--- src/rtl/pattern_pkg.sv ---
// Shared types and defaults for the pattern transmitter.
// Holds the FSM state encoding and default WIDTH/GAP values.
package pattern_pkg;

    typedef enum logic [1:0] {
        IDLE,
        SHIFT,
        GAP_WAIT,
        DONE
    } state_t;

    localparam int DEF_WIDTH = 8;
    localparam int DEF_GAP   = 2;

endpackage

--- src/rtl/pattern_shreg.sv ---
// Load/shift register and bit counter for one frame.
// Ports: clk, rst, clr, load, shift, data, count -> bit_out, last_bit.
module pattern_shreg #(
    parameter int WIDTH = 8,
    parameter int LW    = $clog2(WIDTH) + 1
) (
    input  logic             clk,
    input  logic             rst,
    input  logic             clr,
    input  logic             load,
    input  logic             shift,
    input  logic [WIDTH-1:0] data,
    input  logic [LW-1:0]    count,
    output logic             bit_out,
    output logic             last_bit
);

    logic [WIDTH-1:0] sr;
    logic [LW-1:0]    cnt;

    // data arrives left-aligned, so the frame's first bit sits in the MSB
    // and shifting in zeros leaves the register clear after the frame.
    always_ff @(posedge clk) begin
        if (rst || clr) begin
            sr  <= '0;
            cnt <= '0;
        end else if (load) begin
            sr  <= data;
            cnt <= count;
        end else if (shift) begin
            sr  <= sr << 1;
            cnt <= cnt - LW'(1);
        end
    end

    assign bit_out  = sr[WIDTH-1];
    assign last_bit = (cnt == LW'(1));

endmodule

--- src/rtl/pattern_tx.sv ---
// Serial pattern transmitter: sends a captured frame reps+1 times with gaps.
// Ports: clk, rst, start, abort, pat, len, reps -> out, out_valid, busy, done.
module pattern_tx
    import pattern_pkg::*;
#(
    parameter int WIDTH = DEF_WIDTH,
    parameter int GAP   = DEF_GAP
) (
    input  logic                   clk,
    input  logic                   rst,
    input  logic                   start,
    input  logic                   abort,
    input  logic [WIDTH-1:0]       pat,
    input  logic [$clog2(WIDTH):0] len,
    input  logic [3:0]             reps,
    output logic                   out,
    output logic                   out_valid,
    output logic                   busy,
    output logic                   done
);

    localparam int LW = $clog2(WIDTH) + 1;
    localparam int GW = (GAP > 1) ? $clog2(GAP + 1) : 1;

    state_t           state, state_n;
    logic [WIDTH-1:0] cap_pat;
    logic [LW-1:0]    cap_len;
    logic [4:0]       frames, frames_n;
    logic [GW-1:0]    gap_cnt, gap_n;
    logic             cap_en, load, shift, clr;
    logic             valid_n, busy_n, done_n;
    logic             last_bit, len_ok;
    logic [WIDTH-1:0] aligned, load_data;
    logic [LW-1:0]    load_len;

    assign len_ok    = (len != '0) && (len <= LW'(WIDTH));
    assign aligned   = pat << (LW'(WIDTH) - len);
    assign load_data = cap_en ? aligned : cap_pat;
    assign load_len  = cap_en ? len : cap_len;

    pattern_shreg #(
        .WIDTH (WIDTH),
        .LW    (LW)
    ) u_shreg (
        .clk      (clk),
        .rst      (rst),
        .clr      (clr),
        .load     (load),
        .shift    (shift),
        .data     (load_data),
        .count    (load_len),
        .bit_out  (out),
        .last_bit (last_bit)
    );

    always_ff @(posedge clk) begin
        if (rst) begin
            state     <= IDLE;
            cap_pat   <= '0;
            cap_len   <= '0;
            frames    <= '0;
            gap_cnt   <= '0;
            out_valid <= 1'b0;
            busy      <= 1'b0;
            done      <= 1'b0;
        end else begin
            state     <= state_n;
            frames    <= frames_n;
            gap_cnt   <= gap_n;
            out_valid <= valid_n;
            busy      <= busy_n;
            done      <= done_n;
            if (cap_en) begin
                cap_pat <= aligned;
                cap_len <= len;
            end
        end
    end

    // frames counts the frames still to start after the current one.
    always_comb begin
        state_n  = state;
        frames_n = frames;
        gap_n    = gap_cnt;
        cap_en   = 1'b0;
        load     = 1'b0;
        shift    = 1'b0;
        clr      = 1'b0;
        valid_n  = 1'b0;
        done_n   = 1'b0;
        unique case (state)
            IDLE: begin
                if (!abort && start && len_ok) begin
                    state_n  = SHIFT;
                    cap_en   = 1'b1;
                    load     = 1'b1;
                    frames_n = {1'b0, reps};
                    valid_n  = 1'b1;
                end
            end
            SHIFT: begin
                if (abort) begin
                    state_n = IDLE;
                    clr     = 1'b1;
                end else if (!last_bit) begin
                    shift   = 1'b1;
                    valid_n = 1'b1;
                end else if (frames != '0) begin
                    if (GAP > 0) begin
                        state_n = GAP_WAIT;
                        clr     = 1'b1;
                        gap_n   = GW'(GAP);
                    end else begin
                        load     = 1'b1;
                        frames_n = frames - 5'd1;
                        valid_n  = 1'b1;
                    end
                end else begin
                    state_n = DONE;
                    clr     = 1'b1;
                    done_n  = 1'b1;
                end
            end
            GAP_WAIT: begin
                if (abort) begin
                    state_n = IDLE;
                    clr     = 1'b1;
                end else if (gap_cnt <= GW'(1)) begin
                    state_n  = SHIFT;
                    load     = 1'b1;
                    frames_n = frames - 5'd1;
                    valid_n  = 1'b1;
                end else begin
                    gap_n = gap_cnt - GW'(1);
                end
            end
            DONE: begin
                state_n = IDLE;
            end
        endcase
        busy_n = (state_n != IDLE);
    end

endmodule

--- config.mk ---
export PLATFORM = sky130hd
export DESIGN_NAME = pattern_tx
export DESIGN_NICKNAME = d
export VERILOG_FILES = /design/src/rtl/pattern_pkg.sv /design/src/rtl/pattern_shreg.sv /design/src/rtl/pattern_tx.sv
export SDC_FILE = /design/constraint.sdc
export NUM_CORES = 1
export LEC_CHECK = 0
export CAP_MARGIN = 20
export CORE_MARGIN = 3
export CORE_UTILIZATION = 28
export CTS_CLUSTER_SIZE = 10
export DETAILED_ROUTE_END_ITERATION = 8
export GPL_TIMING_DRIVEN = 1
export SLEW_MARGIN = 25
export SYNTH_ARGS = -nofsm -noshare
export SYNTH_HDL_FRONTEND = slang
export SYNTH_HIERARCHICAL = 1
export SYNTH_SLANG_ARGS = --single-unit
--- constraint.sdc ---
create_clock -name clk -period 3.2 [get_ports clk]
set_input_delay 0.64 -clock clk [delete_from_list [all_inputs] [get_ports clk]]
set_output_delay 0.64 -clock clk [all_outputs]
set_load 0.1 [all_outputs]
==> results of run 1 <==
[final cells by class]
cell class	instances	area [um^2]	share of cell area (%)
well taps	99	124	4.75
repair buffers	30	273	10.5
flip-flops and latches	36	721	27.7
inverters	13	48.8	1.87
multi-input cells	179	1350	51.8
clock buffers	8	90.1	3.46
[worst max-delay path, cell delays in order]
cell	delay, ps
clkdlybuf4s50_1	550
inv_1	60
ha_1	240
nor2b_4	160
mux2_2	250
nand2_2	50
o21ai_1	390
buf_4	310
mux2i_1	210
nor2_1	50
[power breakdown]
part / internal (uW) / switching (uW)
clock: 176 / 153
sequential: 467 / 14.0
combinational: 115 / 133
total: 757 / 300
[cell usage after synthesis (all sizes together) (4+ instances only)]
cell,count,area (um^2)
nand2,11,43.8
nand2b,7,43.8
nor3,6,30.0
and2,13,81.3
nor2b,4,32.5
inv,13,48.8
dfxtp,36,721
ha,9,113
clkbuf,5,18.8
o21ai,8,40.0
nor2,22,82.6
mux2,19,229
buf,7,55.1
a21oi,13,72.6
mux2i,16,160
[sequential cells by signal, summed over array words and instances, names as in the netlist]
register and cells:
frames 5, out_valid 1, done 1, busy 1, cap_len 4, state 2
cap_pat 8, u_shreg/cnt 4, gap_cnt 2, u_shreg/sr 8
[metrics by stage]
step           worst slack, ps  hold slack (ps)  total power, uW  std cells
6_report                   446              465             1060        365
5_1_grt                    237              496             1120        365
3_5_place_dp               148              461              741        357
2_1_floorplan              589              444              674        240
4_1_cts                    436              470             1070        365
3_3_place_gp               207              454              738        357
[cells by family (layout without fill, tap and decap cells)]
family	Yosys count	count (layout)	synth area share [%]
AO/OA/AOI/OAI	45	45	14.6
AND/OR/NAND/NOR	84	84	21.7
buffers and inverters	25	51	5.59
flip-flops	36	36	32.9
multiplexers	35	35	17.7
XOR/XNOR	6	6	2.40
adder cells (fa/ha/maj)	9	9	5.13
[routing by layer]
layer | up-vias | routed length [um] | GRT usage [%]
li1 | 892 | - | -
met1 | 813 | 2090 | 13.6
met2 | 15 | 2170 | 19.1
met3 | 0 | 106 | 2.39
met4 | 0 | 0 | 1.44
met5 | - | 0 | 0
[path summary, 6_finish.rpt]
| kind | to | slack [ps] |
|---|---|---|
| max | u_shreg/sr[4]$_SDFFE_PP0P_ | 450 |
| min | cap_pat[5]$_SDFF_PP0_ | 460 |
| max reg2reg | busy$_SDFF_PP0_ | 1070 |
| min reg2reg | cap_pat[5]$_SDFF_PP0_ | 460 |
==> flow_summary.json, run 1 <==
{
  "finalNetCount": 294,
  "pwr_density_cell_nw_per_um2": 406,
  "crit_type": "primary input to flop",
  "die_area_um2": 8930,
  "grt_overflow_total": 0,
  "start_util_pct": 29.6,
  "dr.pass1.iters": 4,
  "num_rows": 31,
  "htree_levels": 2,
  "setup_viol_count_final": 0,
  "arrival_ps": 2910,
  "synth_cell_types": 49,
  "hp-start": "cap_pat[5]$_SDFF_PP0_",
  "status": "finished, final reports clean",
  "hold_buffers": 0,
  "syn_area_per_cell_um2": 9.14,
  "crit_fanout": 10,
  "clk_pin_slew_ps": 70,
  "grt_pass1_vias": 1754,
  "syn-num-nets": 269,
  "syn_area_um2": 2190,
  "grt_pass1_wl_um": 7930,
  "period_needed_ps": 2750,
  "grt_max_degree": 20,
  "vias": 1720,
  "antenna_cells": 0,
  "slew_headroom_pct": 51.4,
  "postLayoutCellArea_um2": 2610,
  "drt_iter0_markers": 66,
  "viasPerCell": 4.71,
  "critical_path.startpoint": "len[1]",
  "cts_resized": 0,
  "yosys_register_bits": 36,
  "synth_edf_count": 0,
  "grt_antenna_before_repair": 0,
  "drive_gt1_share_pct": 18.0,
  "cts_tree": "built",
  "drv_slew": 0,
  "r2r_cells": 6,
  "endpoint_kind": "flop",
  "postRouteAntennaNets": 0,
  "fmax_ghz": 0.363,
  "fin_skew_ps": 7.18,
  "min_path_type": "flop to flop",
  "period_share_pct": 86.0,
  "grt.total_usage_pct": 10.8,
  "synthCells": 240,
  "setup_tns_ps": 0,
  "mostFrequentLayoutCell": "dfxtp_1",
  "synthFlopType": "dfxtp_1",
  "crit_required_ps": 3360,
  "wl_um": 4370,
  "r2r_start": "u_shreg/cnt[0]$_SDFFE_PP0P_",
  "vdd_drop_max_mv": 0.192,
  "final_cell_mix": "dfxtp_1, nor2_1, clkdlybuf4s50_1",
  "numClockSinks": 36,
  "gp_congestion": 0.783,
  "die_x_um": 94.5,
  "hold_viol_final": 0,
  "post_cts_buffers": 0,
  "post_drt_wl_per_cell_um": 12.0,
  "ys_async_sr_fraction_pct": 0,
  "ys_warn_count": 6,
  "coreArea_um2": 7410,
  "crit_path_start_kind": "primary input",
  "portBuffers": 23,
  "place_area_um2": 2520,
  "pin_count": 24,
  "area_growth_pct": 18.8,
  "root_buffer": "clkbuf_8",
  "drc": 0,
  "rsz0062_at_grt": "no",
  "dpl.hpwl_um": 3360,
  "die_h_um": 94.5,
  "cts_inserted_buffers": 5,
  "clock_path_buffers": 2,
  "cap_violations": 0,
  "worst_pin_slew_ps": 725,
  "power_leakage_uw": 0.00103,
  "hold_path_depth": 2,
  "yosysSeqAreaShare_pct": 32.9,
  "post-route-util_pct": 35.2,
  "clock_latency_ps": 280,
  "n_fill_cell": 778
}
No activity file was read; power rests on OpenSTA's default activity.
==> inputs of run 2 (changes only) <==
--- a/config.mk
+++ b/config.mk
@@ -12,5 +12,5 @@
 export DETAILED_ROUTE_END_ITERATION = 8
 export GPL_TIMING_DRIVEN = 1
-export SLEW_MARGIN = 25
+export PLACE_DENSITY = 0.41
 export SYNTH_ARGS = -nofsm -noshare
 export SYNTH_HDL_FRONTEND = slang
==> constraint.sdc (replaced) <==
create_clock -name clk -period 3.2 [get_ports clk]
set_input_delay 0.8 -clock clk [delete_from_list [all_inputs] [get_ports clk]]
set_output_delay 0.8 -clock clk [all_outputs]
set_load 0.1 [all_outputs]
==> run 2 against run 1 <==
Effect of this change: die area unchanged; sequential power barely moved; count of clock-buffer cells in the layout is 2 lower; sequential share of layout area is 0.18 points lower; setup slack improved by 32 ps; power grew 1.5%; fmax rose by 1.2%; clock power is 3% higher; global-route usage rose by 0.69 points; critical path type unchanged; highest routed layer is now met4.
==> flow_summary.json, run 2 (synthesis gave the netlist of run 1 again) <==
{
  "slowest_delay_ps": 480,
  "cap_violations": 0,
  "slew_headroom_pct": 43.7,
  "setup_viol_count_final": 0,
  "post_cts_buffers": 0,
  "dr.pass1.iters": 4,
  "hold_viol_final": 0,
  "grt_overflow_total": 0,
  "final_cell_mix": "dfxtp_1, nor2_1, clkdlybuf4s50_1",
  "finalNetCount": 296,
  "pin_count": 24,
  "dpl.hpwl_um": 3690,
  "die_h_um": 94.5,
  "post_drt_wl_per_cell_um": 13.3,
  "status": "finished, final reports clean",
  "root_buffer": "clkbuf_8",
  "hold_path_depth": 2,
  "cp_slowest_cell": "clkdlybuf4s50_1",
  "rr_endpoint": "u_shreg/sr[2]$_SDFFE_PP0P_",
  "power_leakage_uw": 0.00105,
  "endpoint_kind": "flop",
  "period_share_pct": 85.1,
  "crit_required_ps": 3370,
  "grt_antenna_before_repair": 0,
  "worst_pin_slew_ps": 842,
  "rsz0062_at_grt": "no",
  "clock_path_buffers": 2,
  "critPathTopFamily": "buffers and inverters",
  "grt.total_usage_pct": 11.5,
  "crit_path_start_kind": "primary input",
  "htree_levels": 2,
  "hold_path_end": "cap_pat[5]$_SDFF_PP0_",
  "setup_tns_ps": 0,
  "cts_tree": "built",
  "path_cells": "clkdlybuf4s50_1 > inv_1 > ha_1 > nor2b_4 > mux2_2 > nand2_2 > o21ai_1 > buf_4 > mux2i_1 > nor2_1",
  "grt_pass1_wl_um": 8090,
  "cts_inserted_buffers": 5,
  "pwr_density_cell_nw_per_um2": 409,
  "numClockSinks": 36,
  "period_needed_ps": 2720,
  "portBuffers": 23,
  "viasPerCell": 4.72,
  "area_growth_pct": 19.6,
  "coreArea_um2": 7410,
  "mostFrequentLayoutCell": "dfxtp_1",
  "gp_congestion": 0.717,
  "clock_latency_ps": 290,
  "min_path_type": "flop to flop",
  "hold_buffers": 0,
  "grt_max_degree": 21,
  "clk_pin_slew_ps": 70,
  "r2r_slack_ps": 790,
  "crit_type": "primary input to flop",
  "vias": 1731,
  "die_x_um": 94.5,
  "fmax_ghz": 0.367,
  "die_area_um2": 8930,
  "postRouteAntennaNets": 0,
  "drv_slew": 0,
  "r2r_start": "state[0]$_SDFF_PP0_",
  "wl_um": 4880,
  "crit_fanout": 7,
  "grt_pass1_vias": 1697,
  "power_uw": 1070,
  "fin_skew_ps": 7.77,
  "arrival_ps": 2890,
  "start_util_pct": 29.6,
  "drt_iter0_markers": 50,
  "worst-path-buf-inv": 3,
  "num_rows": 31,
  "drc": 0,
  "hp-start": "cap_pat[5]$_SDFF_PP0_",
  "top_regs": "cap_pat: 8 flops, u_shreg/sr: 8 flops, frames: 5 flops",
  "cts_resized": 0,
  "r2r_cells": 7,
  "vdd_drop_max_mv": 0.150,
  "antenna_cells": 0,
  "drive_gt1_share_pct": 19.4
}
## run 2: cell count changes in the layout (fill, tap and decap cells not counted)
| cell | delta |
|---|---|
| clkinv_2 | +2 |
| buf_4 | +2 |
| clkbuf_1 | -2 |
## run 2: area by class of cell
type,count,area [um^2]
flip-flops and latches,36,721
multi-input cells,179,1350
repair buffers,32,288
clock inverters,2,10.0
inverters,13,48.8
fillers,792,4780
well taps,99,124
clock buffers,6,82.6
## run 2: worst max-delay path by stage
stage | from | end | slack (ps) | cells past startpoint
after floorplan | len[0] | u_shreg/cnt[0]$_SDFFE_PP0P_ | 430 | 12
after detailed placement | len[0] | u_shreg/sr[6]$_SDFFE_PP0P_ | 140 | 10
after global placement | len[0] | u_shreg/sr[4]$_SDFFE_PP0P_ | 170 | 10
final | len[0] | u_shreg/sr[2]$_SDFFE_PP0P_ | 480 | 10
after CTS | len[0] | u_shreg/sr[6]$_SDFFE_PP0P_ | 440 | 10
after global routing | len[0] | u_shreg/sr[4]$_SDFFE_PP0P_ | 360 | 10
## run 2: worst reg2reg max path, cell delays in order (launching register included)
cell      delay, ps
dfxtp_1         370
inv_1           100
ha_1            610
nand2b_1        160
o21ai_1         540
buf_4           270
mux2i_1         190
nor2_1           50
## run 2: per-stage QoR
step	instance area (um^2)	util (%)	hold WS (ps)	instances	setup WS [ps]
final	2620	35.4	465	367	478
after global placement	2530	34.2	469	359	170
after CTS	2620	35.4	468	367	439
after floorplan	2190	-	444	240	429
after global routing	2620	35.4	497	367	359
after detailed placement	2530	34.2	457	359	141
## run 2: per-layer routing
metal | vias up | part of all wire [%] | track usage (%)
met5 | - | 0 | 0
met3 | 8 | 2.5 | 2.95
met1 | 813 | 50 | 14.8
met4 | 0 | 1.0 | 3.25
met2 | 15 | 47 | 18.9
li1 | 895 | - | -
## run 2: where the power goes
part / internal (uW) / switching (uW) / leakage [uW] / total, uW
Combinational: 117 / 137 / 0.000703 / 254
Clock: 172 / 166 / 0.0000510 / 338
Sequential: 467 / 14.4 / 0.000292 / 481
